===== config.mk =====
export PLATFORM = sky130hd
export DESIGN_NAME = mdr_bus_if
export DESIGN_NICKNAME = d
export VERILOG_FILES = /design/src/rtl/mdr_pkg.sv /design/src/rtl/mdr_extend.sv /design/src/rtl/mdr_bus_if.sv
export SDC_FILE = /design/constraint.sdc
export NUM_CORES = 1
export LEC_CHECK = 0
export CORE_MARGIN = 2
export CORE_UTILIZATION = 37
export CTS_BUF_LIST = sky130_fd_sc_hd__clkbuf_16
export DETAILED_ROUTE_END_ITERATION = 10
export PLACE_DENSITY_LB_ADDON = 0.2
export REMOVE_ABC_BUFFERS = 1
export SKIP_CTS_REPAIR_TIMING = 1
export SYNTH_ARGS = -nofsm -noshare
export SYNTH_HDL_FRONTEND = slang
export SYNTH_HIERARCHICAL = 1
export SYNTH_SLANG_ARGS = --single-unit
export TNS_END_PERCENT = 100

===== constraint.sdc =====
create_clock -name clk -period 2.25 [get_ports clk]
set_input_delay 0.225 -clock clk [delete_from_list [all_inputs] [get_ports clk]]
set_output_delay 0.225 -clock clk [all_outputs]
set_load 0.02 [all_outputs]

===== src/rtl/mdr_pkg.sv =====
// Shared types for the memory data register block: FSM states and access-size codes.
// Latency: n/a (types and a pure function only).
// Backpressure: n/a.
package mdr_pkg;

    typedef enum logic [1:0] {
        ST_IDLE    = 2'd0,
        ST_RD_WAIT = 2'd1,
        ST_WR_WAIT = 2'd2,
        ST_DONE    = 2'd3
    } mdr_state_t;

    localparam logic [1:0] SZ_BYTE = 2'b00;
    localparam logic [1:0] SZ_HALF = 2'b01;
    localparam logic [1:0] SZ_FULL = 2'b10;

    // Size code 2'b11 behaves exactly like a full-width access.
    function automatic logic [1:0] norm_size(input logic [1:0] sz);
        return (sz == 2'b11) ? SZ_FULL : sz;
    endfunction

endpackage


===== src/rtl/mdr_extend.sv =====
// Purpose: sign/zero extension of memory read data and byte-lane enable generation.
// Latency: purely combinational, zero cycles.
// Backpressure: none; outputs follow inputs.
module mdr_extend
    import mdr_pkg::*;
#(
    parameter int WIDTH = 32
) (
    input  logic [WIDTH-1:0]   raw,
    input  logic [1:0]         size,
    input  logic               sign,
    output logic [WIDTH-1:0]   ext,
    output logic [WIDTH/8-1:0] be
);

    logic [1:0] sz;

    assign sz = norm_size(size);

    // Widen the low byte or half to the full word; the fill bit is the source MSB when signed, else zero.
    always_comb begin
        ext = raw;
        case (sz)
            SZ_BYTE: for (int b = 8; b < WIDTH; b++) ext[b] = sign & raw[7];
            SZ_HALF: for (int b = 16; b < WIDTH; b++) ext[b] = sign & raw[15];
            default: ext = raw;
        endcase
    end

    // Enabled lanes are always the lowest ones, counted up from lane 0.
    always_comb begin
        be = '0;
        case (sz)
            SZ_BYTE: be[0]   = 1'b1;
            SZ_HALF: be[1:0] = 2'b11;
            default: be      = '1;
        endcase
    end

endmodule


===== src/rtl/mdr_bus_if.sv =====
// Purpose: memory data register with a single-outstanding read/write handshake; optional timeout via MDR_TIMEOUT_EN.
// Latency: bus load 1 cycle; start-to-done at least 3 cycles (start cycle, >=1 wait cycle, done cycle).
// Backpressure: holds mem_req in the wait state until mem_ack (or TIMEOUT cycles when MDR_TIMEOUT_EN); starts ignored while busy.
module mdr_bus_if
    import mdr_pkg::*;
#(
    parameter int WIDTH   = 32,
    parameter int TIMEOUT = 16
) (
    input  logic               clk,
    input  logic               clr,
    input  logic [WIDTH-1:0]   bus_in,
    input  logic               mdr_in,
    input  logic               rd_start,
    input  logic               wr_start,
    input  logic [1:0]         size,
    input  logic               sign,
    input  logic [WIDTH-1:0]   mem_rdata,
    input  logic               mem_ack,
    output logic               mem_req,
    output logic               mem_we,
    output logic [WIDTH/8-1:0] mem_be,
    output logic [WIDTH-1:0]   mem_wdata,
    output logic [WIDTH-1:0]   mdr_out,
    output logic               busy,
    output logic               done,
    output logic               err
);

    mdr_state_t         state;
    logic [WIDTH-1:0]   mdr_q;
    logic [1:0]         size_q;
    logic               sign_q;
    logic [1:0]         ext_size;
    logic [WIDTH-1:0]   ext_dat;
    logic [WIDTH/8-1:0] be_dat;

`ifdef MDR_TIMEOUT_EN
    localparam int             CW      = (TIMEOUT > 1) ? $clog2(TIMEOUT) : 1;
    localparam logic [CW-1:0]  TO_LAST = CW'(TIMEOUT - 1);

    logic [CW-1:0] to_cnt;
    logic          err_q;

    assign err = err_q;
`else
    assign err = 1'b0;
`endif

    assign mdr_out   = mdr_q;
    assign mem_wdata = mdr_q;

    // In IDLE the live size drives the lane enables for the request; afterwards the latched size drives extension.
    assign ext_size = (state == ST_IDLE) ? size : size_q;

    mdr_extend #(
        .WIDTH (WIDTH)
    ) u_extend (
        .raw  (mem_rdata),
        .size (ext_size),
        .sign (sign_q),
        .ext  (ext_dat),
        .be   (be_dat)
    );

    // Transfer FSM; every output is a register updated alongside the state.
    always_ff @(posedge clk or negedge clr) begin
        if (!clr) begin
            state   <= ST_IDLE;
            mdr_q   <= '0;
            size_q  <= SZ_BYTE;
            sign_q  <= 1'b0;
            mem_req <= 1'b0;
            mem_we  <= 1'b0;
            mem_be  <= '0;
            done    <= 1'b0;
            busy    <= 1'b0;
`ifdef MDR_TIMEOUT_EN
            to_cnt  <= '0;
            err_q   <= 1'b0;
`endif
        end else begin
            case (state)
                ST_IDLE: begin
                    // A bus load alongside rd_start is kept, but the read result overwrites it later.
                    if (mdr_in) mdr_q <= bus_in;
                    if (rd_start || wr_start) begin
                        state   <= rd_start ? ST_RD_WAIT : ST_WR_WAIT;
                        size_q  <= size;
                        sign_q  <= sign;
                        mem_req <= 1'b1;
                        mem_we  <= ~rd_start;
                        mem_be  <= be_dat;
                        busy    <= 1'b1;
`ifdef MDR_TIMEOUT_EN
                        to_cnt  <= '0;
                        err_q   <= 1'b0;
`endif
                    end
                end
                ST_RD_WAIT, ST_WR_WAIT: begin
                    // An ack on the final timeout cycle still completes normally.
                    if (mem_ack) begin
                        if (state == ST_RD_WAIT) mdr_q <= ext_dat;
                        state   <= ST_DONE;
                        mem_req <= 1'b0;
                        mem_we  <= 1'b0;
                        mem_be  <= '0;
                        done    <= 1'b1;
                    end
`ifdef MDR_TIMEOUT_EN
                    else if (to_cnt == TO_LAST) begin
                        state   <= ST_DONE;
                        mem_req <= 1'b0;
                        mem_we  <= 1'b0;
                        mem_be  <= '0;
                        done    <= 1'b1;
                        err_q   <= 1'b1;
                    end else begin
                        to_cnt  <= to_cnt + CW'(1);
                    end
`endif
                end
                ST_DONE: begin
                    state <= ST_IDLE;
                    done  <= 1'b0;
                    busy  <= 1'b0;
                end
                default: state <= ST_IDLE;
            endcase
        end
    end

endmodule


### Word-level counts from Yosys, hierarchy flattened

Index checks and enable logic that the tools add are counted.

* register bits after elaboration: 45
* latch bits: 0
* RAM bits: 0
* bits in read-only memories: 0
* bits of input ports: 73
* logic and storage cells: 60
* memories: 0

* $add $sub $neg: 0
* $mul: 0
* div/mod/pow operators: 0
* magnitude comparators: 0
* equality and inequality tests: 9
* shifts and indexed selects: 0
* mux-type cells: 25
* bitwise gates (word level): 3
* reduce and logical (&&, ||, !) cells: 14

Operators by type and width (count)
* 2-to-1 mux 32 bit: 3
* one-hot mux 32 bit (2 select lines): 1
* one-hot mux 16 bit (2 select lines): 1
* 2-to-1 mux 2 bit: 6
* 2-to-1 mux 4 bit: 2
* 2-to-1 mux 8 bit: 1
* one-hot mux 1 bit (2 select lines): 4
* one-hot mux 4 bit (2 select lines): 1
* AND reduction 2 bit: 4
* equality test 2 bit, second input constant: 3
* inequality test 2 bit, second input constant: 3
* one-hot mux 2 bit (3 select lines): 1
* nonzero test 2 bit: 3
* 2-to-1 mux 1 bit: 5
* equality test 2 x 1 -> 1 bit, second input constant: 2
* logical NOT 2 bit: 2
* AND reduction 4 bit: 1
* OR reduction 2 bit: 2
* AND reduction 3 bit: 1
* bitwise AND 1 bit: 2
* inequality test 2 x 1 -> 1 bit, second input constant: 1
* logical OR 1 bit: 1
* NOT 1 bit: 1

### Longest topological paths before layout

Gate-level depths: netlist of the first run.

* depth after elaboration: 9
* mapped depth: 9
* depth with buffers taken out: 7

### Hierarchy

Netlist of the first run, hierarchy kept.

By module, submodules not included
* mdr_bus_if: instances 1, cells each 192, area each 2522.4 µm², sequential area each 1126.1 µm²
* mdr_extend: instances 1, cells each 71, area each 436.7 µm², sequential area each 0.0 µm²

### Least setup slack after synthesis of the first run

No wires, ideal clock.

* path kind: register to register
* start: register state[0]
* end: register mdr_q[25], in the netlist mdr_out[25]
* library setup time: 0.127 ns
* data arrival time: 2.238 ns
* required time: 2.123 ns
* path slack: -0.116 ns
* stages on the path, launching flop included: 10
* buffers on the path: 2
* clock period less this slack: 2.366 ns
* cells stage by stage: dfrtp_1 > inv_1 > ha_1 > mux2_2 > buf_6 > mux2i_4 > buf_6 > o21ai_2 > mux2_2 > mux2_1

* cells in the longest elaborated chain, start to end: 9

RTL lines
* start: declaration: line mdr_bus_if.sv:30 `mdr_state_t state;`
* start signal: assignment: line mdr_bus_if.sv:88 `state <= rd_start ? ST_RD_WAIT : ST_WR_WAIT;`
* logical NOT 2 bit *: line mdr_bus_if.sv:54 `assign ext_size = (state == ST_IDLE) ? size : size_q;`
* 2-to-1 mux 2 bit *: line mdr_bus_if.sv:54
* via ext_size[0]: line mdr_bus_if.sv:34 `logic [1:0] ext_size;`
* equality test 2 bit: line mdr_pkg.sv:19 `return (sz == 2'b11) ? SZ_FULL : sz;`
* 2-to-1 mux 2 bit *: line mdr_pkg.sv:19
* equality test 2 x 1 -> 1 bit or logical NOT 2 bit (tied branches): line mdr_extend.sv:23 `case (sz)`
* one-hot mux 16 bit (2 select lines) *: line mdr_extend.sv:23
* via ext_dat[25]: line mdr_bus_if.sv:35 `logic [WIDTH-1:0] ext_dat;`
* 2-to-1 mux 32 bit *: line mdr_bus_if.sv:104 `if (state == ST_RD_WAIT) mdr_q <= ext_dat;`
* 2-to-1 mux 32 bit *: line mdr_bus_if.sv:103 `if (mem_ack) begin`
* one-hot mux 32 bit (2 select lines) *: line mdr_bus_if.sv:83 `case (state)`
* end signal: assignment: line mdr_bus_if.sv:86 `if (mdr_in) mdr_q <= bus_in;`
* end signal: assignment: line mdr_bus_if.sv:104
* end: declaration: line mdr_bus_if.sv:31 `logic [WIDTH-1:0] mdr_q;`

The timed path passes the listed nets; every way through them passes the cells marked *. The select of a mux whose other input is x is not followed.
A chain may end at the register's enable or synchronous reset.

### Worst setup path after layout of the first run

* start: register state[0]
* end: register mdr_q[26], in the netlist mdr_out[26]

The elaborated chain is that of the path after synthesis.

==> results_dict.tcl, run 1 <==
set metrics [dict create \
    pin_count 146 \
    cts_num_sinks 45 \
    dr.pass1.iters 4 \
    cap_violations 0 \
    wl_met3_um 561 \
    crit_fanout 8 \
    path_clk_slew_ps 60 \
    grt_max_degree 46 \
    synth-seq-cells 45 \
    met1_length_mm 3.18 \
    fin_worst_skew_ps 5.12 \
    synth_cell_types 34 \
    postRouteAntennaNets 0 \
    grt_pass1_vias 2319 \
    synth_area_leaders "dfrtp_1 (38%), mux2_2 (22%), buf_4 (11%)" \
    core_area_um2 7730 \
    vias_per_cell 4.75 \
    max_freq_ghz 0.468 \
    worstPathRequired_ps 2420 \
    p_leak_uw 0.00185 \
    grt_usage_pct 16.8 \
    clock_latency_ps 280 \
    finalSetupViolCount 0 \
    crit_path_max_incr_delay_ps 400 \
    critPathKind "flop to flop" \
    syn_area_per_cell_um2 11.3 \
    dr.first_iter.drc_count 24 \
    worst-path-buf-inv 2 \
    cp_slowest_cell "dfrtp_1" \
    slew_headroom_pct 59.8 \
    cts_tree "done" \
    yosysTopAreaCellShare_pct 38.1 \
    place_congestion 0.789 \
    grt_pass1_wl_mm 11.4 \
    nFillCells 661 \
    netlist_area_um2 2960 \
    die_y_um 93.4 \
    multi_input_area_um2 1390 \
    worstSetupStartpointType "flop" \
    drc 0 \
    fin_ws_ps 113 \
    hpwl_mm 5.24 \
    syn_to_final_growth_pct 48.2 \
    p_per_area_nw_per_um2 1800 \
    wirelength_mm 7.36 \
    reg2reg_slack_ps 110 \
    die_area_um2 8730 \
    tightest_slew_ps 603 \
    diodes 0 \
    postPlaceCellArea_um2 4210 \
    cts_buffers 5 \
    yosysSeqAreaShare_pct 38.1 \
    clock_tree.root_cell "clkbuf_16" \
    fp-row-count 32 \
    hold_path.class "input port to asynchronous set/reset pin" \
    crit_chain "inv_2, ha_4, mux2_4, mux2i_4, clkbuf_16, o21ai_2, mux2_2, mux2_2" \
    path_depth 8 \
    htreeDepth 2 \
    worstPathArrival_ps 2310 \
    cp-end-kind "flop" \
    numPortBuffers 144 \
    synth_top_cell_by_area "dfrtp_1" \
    drive_above_1_share_pct 28.7 \
    wire_per_inst_um 15.6 \
    start_util_pct 38.3 \
    yosysWarnings 6 \
    rsz0062_at_grt "false" \
    slew_viol_final 0 \
    clock_path_buffers 2 \
    grt.overflow.total 0 \
    critPathTopFamily "multiplexers" \
    synthCells 263 \
    reg2reg_depth 8 \
    post-route-period-util_pct 95.0 \
    antenna_found_initial 0 \
    status "finished, final reports clean" \
    crit_top_cell "mux2_2" \
    regArea_um2 1130 \
    fin_nets 446 \
    finalInstanceArea_um2 4390 \
    top_layer "met4" \
    pre_cts_slack_ps 23.0 \
    wl_met2_mm 3.56 \
    final-hold-violation-count 0 \
    via_count 2236 \
    final.min_clock_period_ps 2140 \
    chipWidth_um 93.4 \
    vdd_drop_max_mv 0.770 \
]
area by class of cell:
cell class | count | area share, %
clock buffer | 5 | 2.85
clock inverter | 2 | 0.171
inverter | 6 | 0.513
multi-input combinational | 153 | 31.7
sequential | 45 | 25.7
tap | 102 | 2.91
timing repair buffer | 158 | 36.2
kinds of logic after synthesis:
kind of cell | Yosys count | synth area share [%]
multiplexers | 71 | 28.6
AND/OR/NAND/NOR | 37 | 6.09
AO/OA/AOI/OAI | 39 | 9.77
adder cells (fa/ha/maj) | 4 | 1.69
buffers and inverters | 65 | 15.5
flip-flops | 45 | 38.1
other | 2 | 0.254
final timing paths:
| kind | start | end |
|---|---|---|
| max | state[0] | mdr_out[26] |
| max reg2reg | state[0] | mdr_out[26] |
| min | clr | mem_req |
| min reg2reg | mem_req | mem_req |
| min in group clk | mem_req | mem_req |
| max in group asynchronous | clr | mdr_out[13] |
placed cells by master (no fill, tap or decap), drive strengths merged, types with 2 or more instances in the layout:
cell type,Yosys,layout
mux2i,2,2
clkbuf,5,6
dfrtp,45,45
inv,6,7
conb,2,2
ha,4,4
a22o,5,5
nand2,25,25
mux2,69,69
nor2b,3,3
o21ai,26,26
nor2,3,3
a21oi,2,2
buf,54,14
clkdlybuf4s50,0,143
per-stage QoR:
step,utilization [%],std cells,setup TNS [ps],power (uW),hold slack [ps]
after global placement,54.5,463,0,7100,360
after global routing,56.8,471,0,8420,106
after floorplan,-,204,-40390,4980,-70.6
after CTS,56.2,470,0,7930,71.4
after detailed placement,54.5,463,0,7190,375
final,56.8,471,0,7900,33.8
synthesized netlist by cell type:
| master | number |
|---|---|
| a2111oi_4 | 1 |
| a21o_1 | 1 |
| a21oi_1 | 2 |
| a22o_1 | 5 |
| a2bb2oi_1 | 1 |
| a31oi_1 | 1 |
| buf_2 | 4 |
| buf_4 | 44 |
| buf_6 | 6 |
| clkbuf_1 | 5 |
| conb_1 | 2 |
| dfrtp_1 | 45 |
| ha_1 | 4 |
| inv_1 | 6 |
| mux2_1 | 2 |
| mux2_2 | 57 |
| mux2_4 | 10 |
| mux2i_1 | 1 |
| mux2i_4 | 1 |
| nand2_1 | 25 |
| nand2b_4 | 1 |
| nand3_1 | 1 |
| nand4bb_1 | 1 |
| nor2_1 | 2 |
| nor2_2 | 1 |
| nor2b_1 | 2 |
| nor2b_2 | 1 |
| nor3b_1 | 1 |
| o21ai_0 | 16 |
| o21ai_2 | 10 |
| o22a_1 | 1 |
| o2bb2ai_1 | 1 |
| or2_2 | 1 |
| or3_2 | 1 |
state kept, by name (all words and copies together), names as in the netlist:
name     cells
mem_be       4
size_q       2
state        2
mem_we       1
sign_q       1
busy         1
mem_req      1
mdr_out     32
done         1
report_power, final:
group / internal (uW) / switching (uW)
clock: 398 / 293
sequential: 1260 / 317
combinational: 3100 / 2540
total: 4750 / 3150
per-layer routing:
layer | track usage (%) | vias up
li1 | - | 1068
met1 | 21.7 | 1075
met2 | 28.1 | 87
met3 | 4.59 | 6
met4 | 3.68 | 0
met5 | 0 | -
(Power assumes the default switching activity.)
==> run 2: changes to the inputs <==
- CORE_UTILIZATION: 37 -> 35
- CTS_CLUSTER_SIZE: unset -> 12
- SYNTH_HIERARCHICAL: 1 -> unset
==> results_dict.tcl, run 2 <==
set metrics [dict create \
    grt_usage_pct 17.8 \
    synth_cell_types 28 \
    drive_above_1_share_pct 12.7 \
    antenna_found_initial 0 \
    pin_count 146 \
    finalInstanceArea_um2 4100 \
    fp-row-count 31 \
    die_y_um 91.0 \
    clock_tree.root_cell "clkbuf_16" \
    vias_per_cell 5.00 \
    crit_chain "inv_1, ha_4, mux2i_2, nor3_4, clkbuf_16, nor2_1, a221oi_1" \
    htreeDepth 2 \
    synth_common_cells "nor2_1 (60), dfrtp_1 (43), buf_4 (39)" \
    critPathTopFamily "buffers and inverters" \
    rsz0062_at_grt "false" \
    worstPathRequired_ps 2420 \
    cts_num_sinks 43 \
    path_clk_slew_ps 60 \
    worstPathArrival_ps 2190 \
    hold_path.class "input port to asynchronous set/reset pin" \
    synth_area_leaders "dfrtp_1 (41%), a221oi_2 (11%), buf_4 (11%)" \
    via_count 2385 \
    crit_fanout 32 \
    hpwl_mm 5.20 \
    final_util_pct 56.3 \
    cp-end-kind "flop" \
    dr.pass1.iters 6 \
    cts_buffers 5 \
    final.min_clock_period_ps 2020 \
    vdd_drop_max_mv 0.816 \
    synth.most_common_cell "nor2_1" \
    postRouteAntennaNets 0 \
    cp_slowest_cell "dfrtp_1" \
    synth_flop_cell "dfrtp_1" \
    yosysWarnings 0 \
    die_area_um2 8290 \
    synthCells 269 \
    post-route-period-util_pct 90.0 \
    fin_nets 454 \
    diodes 0 \
    clock_path_buffers 2 \
    synth-seq-cells 43 \
    largest_reg_flops 32 \
    wire_per_inst_um 15.8 \
    grt.overflow.total 0 \
    synth_edf_count 0 \
    postPlaceCellArea_um2 3890 \
    start_util_pct 36.4 \
    drc 0 \
    place_congestion 0.772 \
    slew_viol_final 0 \
    numPortBuffers 144 \
    worstSetupStartpointType "flop" \
    clock_latency_ps 280 \
    fin_worst_skew_ps 5.56 \
    wirelength_mm 7.56 \
    chipWidth_um 91.0 \
    netlist_area_um2 2650 \
    finalSetupViolCount 0 \
    ys_async_sr_fraction_pct 100 \
    syn_to_final_growth_pct 54.7 \
    layout_commonest_cell "clkdlybuf4s50_1" \
    p_per_area_nw_per_um2 1800 \
    worst-path-buf-inv 2 \
    cts_tree "done" \
    grt_pass1_vias 2363 \
    power_uw 7380 \
    tns_ps 0 \
    cap_violations 0 \
    synth_top_cell_by_area "dfrtp_1" \
    nFillCells 662 \
    syn_area_per_cell_um2 9.86 \
    status "finished, final reports clean" \
    yosysSeqAreaShare_pct 40.6 \
    final-hold-violation-count 0 \
    crit_path_max_incr_delay_ps 380 \
    slew_headroom_pct 63.7 \
    tightest_slew_ps 540 \
    grt_max_degree 65 \
    layout_common_cells "clkdlybuf4s50_1 (143), nor2_1 (60), dfrtp_1 (43)" \
    grt_pass1_wl_mm 11.9 \
    max_freq_ghz 0.494 \
    core_area_um2 7290 \
    critPathKind "flop to flop" \
    yosysTopAreaCellShare_pct 40.6 \
    dr.first_iter.drc_count 63 \
    p_leak_uw 0.00168 \
]
-- run 2: cells by family (layout without fill, tap and decap cells) --
kind of cell | after synthesis | after routing | share of synthesized area (%)
AO/OA/AOI/OAI | 66 | 67 | 22.6
multiplexers | 17 | 17 | 7.17
adder cells (fa/ha/maj) | 3 | 3 | 1.42
buffers and inverters | 58 | 166 | 15.9
AND/OR/NAND/NOR | 81 | 81 | 12.2
flip-flops | 43 | 43 | 40.6
other | 1 | 1 | 0.141
-- run 2: worst reg2reg max path, cell delays in order (launching register included) --
cell       delay (ps)
dfrtp_1           380
inv_1             140
ha_4              280
mux2i_2           160
nor3_4            350
clkbuf_16         290
nor2_1             70
a221oi_1          240
-- run 2: per-layer routing --
layer	global-route usage (%)	vias up	part of all wire, %
met5	0	-	0
met4	4.92	0	1.1
met3	5.64	8	8.8
met2	27.8	109	46
met1	23.9	1149	44
li1	-	1119	-
-- run 2: path summary, 6_finish.rpt --
check | from | endpoint | slack, ps | depth (start not counted)
hold reg to reg | mem_be[1] | mem_be[1] | 540 | 1
setup / recovery | state[0] | mdr_out[23] | 230 | 7
hold / removal | clr | mdr_out[7] | 430 | 2
setup reg to reg | state[0] | mdr_out[23] | 230 | 7
min in group clk | mem_rdata[8] | mdr_out[8] | 500 | 3
max in group asynchronous | clr | mdr_out[30] | 1250 | 3
-- run 2: power by group --
group | leakage (uW) | switching, uW | internal [uW]
clock | 0.0000811 | 283 | 513
sequential | 0.000485 | 332 | 1190
combinational | 0.00111 | 2760 | 2300
total | 0.00168 | 3380 | 4010
-- run 2: layout make-up --
| cell class | instances | area, um2 | share of cell area (%) |
|---|---|---|---|
| repair buffers | 154 | 1540 | 37.4 |
| multi-input cells | 169 | 1190 | 29.0 |
| flip-flops and latches | 43 | 1080 | 26.2 |
| clock buffers | 5 | 125 | 3.05 |
| well taps | 99 | 124 | 3.02 |
| clock inverters | 2 | 33.8 | 0.823 |
| inverters | 5 | 18.8 | 0.457 |
-- run 2: stage by stage --
step	hold slack, ps	setup slack, ps	std cells
final	432	226	477
after global routing	484	37.1	477
after CTS	-88.7	40.4	474
after detailed placement	216	37.5	467
after global placement	215	119	467
after floorplan	-70.6	-2920	216
